File: src/rtl/ahb_lite_pkg.sv
// Shared AHB-lite encodings and the client request record used by initiator-side logic.
package ahb_lite_pkg;

  localparam logic [1:0] HTRANS_IDLE   = 2'b00;
  localparam logic [1:0] HTRANS_NONSEQ = 2'b10;
  localparam logic [2:0] HSIZE_WORD    = 3'b010;
  localparam logic [2:0] HBURST_SINGLE = 3'b000;

  localparam int unsigned AHB_REQ_ADDR_WIDTH = 32;
  localparam int unsigned AHB_REQ_DATA_WIDTH = 32;

  typedef struct packed {
    logic                          write;
    logic [AHB_REQ_ADDR_WIDTH-1:0] addr;
    logic [AHB_REQ_DATA_WIDTH-1:0] wdata;
  } ahb_mstr_req_t;

endpackage

File: src/rtl/ahb_mstr_sif.sv
// AHB-lite initiator: turns a valid/ready client request into a single NONSEQ word transfer
// and returns a one-cycle response pulse. Address (A) and data (D) phases are pipelined.
module ahb_mstr_sif
  import ahb_lite_pkg::*;
#(
  parameter int unsigned AHB_ADDR_WIDTH    = 32,
  parameter int unsigned AHB_DATA_WIDTH    = 64,
  parameter int unsigned CLIENT_DATA_WIDTH = 32
) (
  input  logic                         clk,
  input  logic                         reset,
  // client side
  input  logic                         req_valid,
  output logic                         req_ready,
  input  logic                         req_write,
  input  logic [AHB_ADDR_WIDTH-1:0]    req_addr,
  input  logic [CLIENT_DATA_WIDTH-1:0] req_wdata,
  output logic                         rsp_valid,
  output logic [CLIENT_DATA_WIDTH-1:0] rsp_rdata,
  output logic                         rsp_err,
  // AHB-lite side
  output logic [AHB_ADDR_WIDTH-1:0]    haddr_o,
  output logic [1:0]                   htrans_o,
  output logic                         hwrite_o,
  output logic [2:0]                   hsize_o,
  output logic [2:0]                   hburst_o,
  output logic [AHB_DATA_WIDTH-1:0]    hwdata_o,
  input  logic                         hready_i,
  input  logic                         hresp_i,
  input  logic [AHB_DATA_WIDTH-1:0]    hrdata_i
);

  // Word transfers only: the two byte-offset bits are always driven as zero.
  localparam logic [AHB_ADDR_WIDTH-1:0] ADDR_MASK = ~AHB_ADDR_WIDTH'(3);

  // Address-phase stage
  logic                         a_vld;
  logic [AHB_ADDR_WIDTH-1:0]    a_addr;
  logic                         a_write;
  logic [CLIENT_DATA_WIDTH-1:0] a_wdata;

  // Data-phase stage
  logic                         d_vld;
  logic                         d_addr2;
  logic                         d_write;
  logic [CLIENT_DATA_WIDTH-1:0] d_wdata;

  // High in the second error cycle; suppresses the pending A transfer for that cycle.
  logic                         kill_q;

  logic                         cancel;
  logic                         addr_accept;
  logic                         req_fire;
  logic                         d_done;
  logic [CLIENT_DATA_WIDTH-1:0] lane_rdata;

  assign cancel      = d_vld & hresp_i & ~hready_i;
  // The forced-IDLE cycle must not count as an accepted address phase, otherwise the
  // pending transfer would be silently lost instead of re-issued.
  assign addr_accept = a_vld & hready_i & ~cancel & ~kill_q;
  assign req_ready   = ~a_vld | addr_accept;
  assign req_fire    = req_valid & req_ready;
  assign d_done      = d_vld & hready_i;

  assign htrans_o = (a_vld & ~kill_q) ? HTRANS_NONSEQ : HTRANS_IDLE;
  assign haddr_o  = a_addr;
  assign hwrite_o = a_write;
  assign hsize_o  = HSIZE_WORD;
  assign hburst_o = HBURST_SINGLE;

  // Lane steering for write data replication and read data selection.
  if (AHB_DATA_WIDTH == 2 * CLIENT_DATA_WIDTH) begin : g_bus64
    assign hwdata_o   = {d_wdata, d_wdata};
    assign lane_rdata = d_addr2 ? hrdata_i[2*CLIENT_DATA_WIDTH-1:CLIENT_DATA_WIDTH]
                                : hrdata_i[CLIENT_DATA_WIDTH-1:0];
  end else begin : g_bus32
    assign hwdata_o   = d_wdata;
    assign lane_rdata = hrdata_i[CLIENT_DATA_WIDTH-1:0];
  end

  // A stage: load a new request, or drain once the slave has taken the address.
  always_ff @(posedge clk or posedge reset) begin
    if (reset) begin
      a_vld   <= 1'b0;
      a_addr  <= '0;
      a_write <= 1'b0;
      a_wdata <= '0;
    end else if (req_fire) begin
      a_vld   <= 1'b1;
      a_addr  <= req_addr & ADDR_MASK;
      a_write <= req_write;
      a_wdata <= req_wdata;
    end else if (addr_accept) begin
      a_vld   <= 1'b0;
    end
  end

  // D stage: take over from A on address acceptance, retire on completion.
  always_ff @(posedge clk or posedge reset) begin
    if (reset) begin
      d_vld   <= 1'b0;
      d_addr2 <= 1'b0;
      d_write <= 1'b0;
      d_wdata <= '0;
    end else if (addr_accept) begin
      d_vld   <= 1'b1;
      d_addr2 <= a_addr[2];
      d_write <= a_write;
      d_wdata <= a_wdata;
    end else if (d_done) begin
      d_vld   <= 1'b0;
    end
  end

  // Error tracking: the cycle after a cancel is forced IDLE.
  always_ff @(posedge clk or posedge reset) begin
    if (reset) begin
      kill_q <= 1'b0;
    end else begin
      kill_q <= cancel;
    end
  end

  // Response register: one pulse per completed data phase.
  always_ff @(posedge clk or posedge reset) begin
    if (reset) begin
      rsp_valid <= 1'b0;
      rsp_err   <= 1'b0;
      rsp_rdata <= '0;
    end else begin
      rsp_valid <= d_done;
      rsp_err   <= d_done & hresp_i;
      rsp_rdata <= (d_done & ~d_write & ~hresp_i) ? lane_rdata : '0;
    end
  end

endmodule
File: config.mk
export PLATFORM = sky130hd
export DESIGN_NAME = ahb_mstr_sif
export DESIGN_NICKNAME = d
export VERILOG_FILES = /design/src/rtl/ahb_lite_pkg.sv /design/src/rtl/ahb_mstr_sif.sv
export SDC_FILE = /design/constraint.sdc
export NUM_CORES = 1
export LEC_CHECK = 0
export BUFFER_PORTS_ARGS = -buffer_cell sky130_fd_sc_hd__clkbuf_2
export CAP_MARGIN = 20
export CORE_MARGIN = 2
export CORE_UTILIZATION = 50
export DETAILED_ROUTE_END_ITERATION = 10
export GPL_ROUTABILITY_DRIVEN = 0
export PLACE_DENSITY_LB_ADDON = 0.25
export SLEW_MARGIN = 25
export SYNTH_ARGS = -nofsm -noshare
export SYNTH_HDL_FRONTEND = slang
export SYNTH_SLANG_ARGS = --single-unit
export TNS_END_PERCENT = 100
File: constraint.sdc
create_clock -name clk -period 7.3 [get_ports clk]
set_input_delay 0.365 -clock clk [delete_from_list [all_inputs] [get_ports clk]]
set_output_delay 0.365 -clock clk [all_outputs]
set_load 0.05 [all_outputs]
# Word level (Yosys, flattened, before mapping)
# Index checks and enable logic that the tools add are counted.
dict set report word_totals {
  wordCells 39
  latch_bits 0
  ram_bits 0
  regBits 134
  romBits 0
  mem_count 0
}
dict set report op_classes {
  order_cmp 0
  multipliers 0
  n_mux 7
  n_eq_ne 0
  n_bitwise 18
  div_mod_pow 0
  add_sub_neg 0
  shift 0
  reduce_logical 2
}
# cell n
set op_table {}
lappend op_table {{two-way mux 32 bit} 2}
lappend op_table {{bitwise AND 1 bit} 11}
lappend op_table {{inverter 1 bit} 6}
lappend op_table {{two-way mux 1 bit} 4}
lappend op_table {{nonzero test 2 bit} 2}
lappend op_table {{two-way mux 2 bit} 1}
lappend op_table {{bitwise OR 1 bit} 1}

# Logic depth before layout (Yosys ltp)
dict set report depth {
  depth_word 8
  ltp_mapped 5
}

# Worst setup path before layout
# Ideal clock, no wire load.
dict set report synth_timing {
  path_kind {register -> register}
  startpoint {register kill_q}
  endpoint {register d_addr2}
  setup_slack_ns 5.673
  arrival_ns 1.502
  required_ns 7.175
  path_stages_with_launch 5
  n_path_buf 1
  cell_sequence {dfrtp_1 and2b_1 nand2_2 buf_6 mux2_2}
}
dict set report synth_via {
  elab_chain_cells 2
}
# item line_no
set synth_rtl {}
lappend synth_rtl {{start: declaration} ahb_mstr_sif.sv:49} ;# logic kill_q;
lappend synth_rtl {{start signal: assignment} ahb_mstr_sif.sv:120} ;# kill_q <= cancel;
lappend synth_rtl {{inverter 1 bit} ahb_mstr_sif.sv:60} ;# assign addr_accept = a_vld & hready_i & ~cancel & ~kill_q;
lappend synth_rtl {{bitwise AND 1 bit} ahb_mstr_sif.sv:60}
lappend synth_rtl {{end signal: assignment} ahb_mstr_sif.sv:107} ;# d_addr2 <= a_addr[2];
lappend synth_rtl {{end: declaration} ahb_mstr_sif.sv:44} ;# logic d_addr2;
# Every way passes these cells.
# A chain may end at the register's enable or synchronous reset.

# Worst setup path in the final report
dict set report layout_timing {
  startpoint {register kill_q}
  endpoint {register a_wdata[30]}
}
dict set report layout_via {
  elab_chain_cells 4
}
# item line_no
set layout_rtl {}
lappend layout_rtl {{inverter 1 bit} ahb_mstr_sif.sv:60}
lappend layout_rtl {{bitwise AND 1 bit} ahb_mstr_sif.sv:60}
lappend layout_rtl {{bitwise OR 1 bit} ahb_mstr_sif.sv:61} ;# assign req_ready = ~a_vld | addr_accept;
lappend layout_rtl {{bitwise AND 1 bit} ahb_mstr_sif.sv:62} ;# assign req_fire = req_valid & req_ready;
lappend layout_rtl {{end signal: assignment} ahb_mstr_sif.sv:92} ;# a_wdata <= req_wdata;
lappend layout_rtl {{end: declaration} ahb_mstr_sif.sv:40} ;# logic [CLIENT_DATA_WIDTH-1:0] a_wdata;
# Every way passes these cells.

==> out/qor.txt <==
antenna cells - 0
Syn Inst Count - 369
Synth cell types - 22
crit-path max FO - 48
crit start category - flip-flop
Comb pwr share - 0.337
chip height - 110.9 um
GRT Overall Usage - 0.2046
I/O pin count - 274
I/O Buffers - 262
largest net degree at the start of global routing - 79
worst slew pin tran - 918.7 ps
Worst Clk Skew - 8.043 ps
TritonCTS clock tree - done
clock share of power - 0.324
top cells by count, synth - 134 x dfrtp_1, 60 x mux2_4, 41 x buf_4, 37 x mux2_2, 33 x nor2_1
Critical Path Sink Type - flip-flop
WP data required - 7590 ps
Final Hold Viols - 0
clock buffer depth - 2
post-synthesis sequential area ratio - 0.5864
EDFF count, synth - 0
Worst Hold Slack - 43.41 ps
Reg2Reg Depth - 4
clock-pin slew on the worst setup and hold paths - 60 ps
worst hold-check path type - input pin to asynchronous set/reset pin
Sw Pwr - 1088 uW
filler cell count - 872
Syn Area/Cell - 15.50 um2
WL per Instance - 15.76 um
clk_lat worst skew - 410 ps
1st-iter DRT viols - 116
post-synth top area cell - dfrtp_1
MaxCap Viol Count - 0
Async SR Flop Fraction - 1.000
Synth area leaders - dfrtp_1 59%, mux2_4 16%, mux2_2 7.3%, mux2i_1 5.6%, buf_4 5.4%
clock root cell - clkbuf_16
max-slew violation count - 0
Crit Path Category - flip-flop to flip-flop
Die W - 110.9 um
hpwl dp - 8619 um
TNS Setup - 0 ps
vias per inst - 4.696
clk sinks - 134
Final ANT Viol Nets - 0
Die Area - 12310 um2
Worst R2R Start - kill_q$_DFF_PP0_
Nets - 735
Site Rows - 39
TritonCTS buffer count - 17
worst reg2reg setup slack - 4800 ps
Ys Warns - 0
# resized after CTS - 0
hold_buf cts - 0
Period minus WS final - 2504 ps
final WL - 11930 um
DRC viols - 0
final global-route overflow total - 0
H-tree depth - 4
Synth-to-Final Area Change - 29.61%
most frequent cell after synthesis - dfrtp_1
RR Endpoint - a_wdata[30]$_DFFE_PP0P_
Detailed Routing Iterations Pass 1 - 4
Max Freq - 399.3 MHz
Synth Flop Type - dfrtp_1
Core ar. - 11270 um2
Power Density - 389.3 nW/um2
outcome - finished, final reports clean
Initial Utilization - 0.5073
Max IR drop VDD - 0.0002968 V
Synth top area share - 0.5864
sequential cell fraction of total power - 0.339
Yosys reg bits - 134
Cell Int Power - 1797 uW
number of global-route vias before repair - 3706
via count - 3555
initial antenna violation count - 0
leak pwr - 0.004004 uW
final setup violation count - 0
postcts setup bufs - 0
layout cells sized above 1 - 0.6498
first-pass GRT wire length - 19220 um
Worst EP arrival - 2800 ps
RSZ-0062 raised after global routing - false
Slew HR - 0.3875
switching share of total power - 0.3772
Post-Syn Area - 5718 um2
fin crit share - 0.3430
## state kept, by name, indices dropped and copies added (netlist names)
register and count:
rsp_err 1, kill_q 1, a_vld 1, rsp_rdata 32, a_wdata 32, haddr_o 30, rsp_valid 1, d_wdata 32
d_write 1, d_vld 1, d_addr2 1, hwrite_o 1
## how the worst max path moves through the flow
| stage | slack [ps] | cells after the start | from | to |
|---|---|---|---|---|
| 2_1_floorplan | 3350 | 1 | reset | a_vld$_DFFE_PP0P_ |
| 3_3_place_gp | 4790 | 5 | hready_i | haddr_o[3]$_DFFE_PP0P_ |
| 3_5_place_dp | 4720 | 5 | hready_i | a_wdata[30]$_DFFE_PP0P_ |
| 4_1_cts | 4790 | 4 | kill_q$_DFF_PP0_ | a_wdata[30]$_DFFE_PP0P_ |
| 5_1_grt | 4670 | 4 | kill_q$_DFF_PP0_ | a_wdata[30]$_DFFE_PP0P_ |
| 6_report | 4800 | 4 | kill_q$_DFF_PP0_ | a_wdata[30]$_DFFE_PP0P_ |
## cells in the final DEF (no fill, tap or decap), drive strengths merged, types with 3 or more instances in the layout
cell type / instances
clkbuf: 285
dfrtp: 134
mux2: 97
nor2: 33
mux2i: 32
conb: 9
bufinv: 5
clkinv: 4
nand2: 3
## power by group through the flow
stage               registers (uW)  clock network (uW)  logic [uW]
finish                         978                 934         972
global route                   997                 989        1010
CTS                            979                 952         982
detailed placement             990                   0         980
global placement               979                   0         970
floorplan                     1270                   0         555
## stage by stage
stage,util,std cells,worst slack (ps),total power [uW],instance area [um2]
3_5_place_dp,0.5988,725,4725,1970,6750
2_1_floorplan,-,376,3352,1825,5744
6_report,0.6575,757,4796,2885,7411
3_3_place_gp,0.5988,725,4793,1949,6750
4_1_cts,0.6572,757,4788,2913,7408
5_1_grt,0.6575,757,4675,2996,7411
## critical path, cell delays in order (launching register included)
cell and delay (ps):
dfrtp_1 360, nand2b_2 200, a21boi_4 570, buf_4 810
mux2_4 360
## cells by family (layout without fill, tap and decap cells)
| kind of cell | after synthesis | after routing | share of synthesized area |
|---|---|---|---|
| AO/OA/AOI/OAI | 2 | 2 | 0.002844 |
| multiplexers | 129 | 129 | 0.2864 |
| AND/OR/NAND/NOR | 42 | 42 | 0.03195 |
| buffers and inverters | 60 | 298 | 0.09103 |
| flip-flops | 134 | 134 | 0.5864 |
| other | 2 | 9 | 0.001313 |
## per-layer routing
metal / share of wire / track usage
met2: 0.51 / 0.3427
met5: 0 / 0
met1: 0.40 / 0.2451
met4: 0.018 / 0.07917
met3: 0.071 / 0.06889
## area by class of cell
cell class              instances  area [um2]  area share
multi-input cells             182        1881      0.2538
well taps                     143       178.9     0.02414
flip-flops and latches        134        3354      0.4526
clock buffers                  23       488.0     0.06584
inverters                       2       12.51    0.001688
clock inverters                 9       170.2     0.02296
repair buffers                264        1326      0.1790
Note: power is estimated with default switching activity, not from simulation.
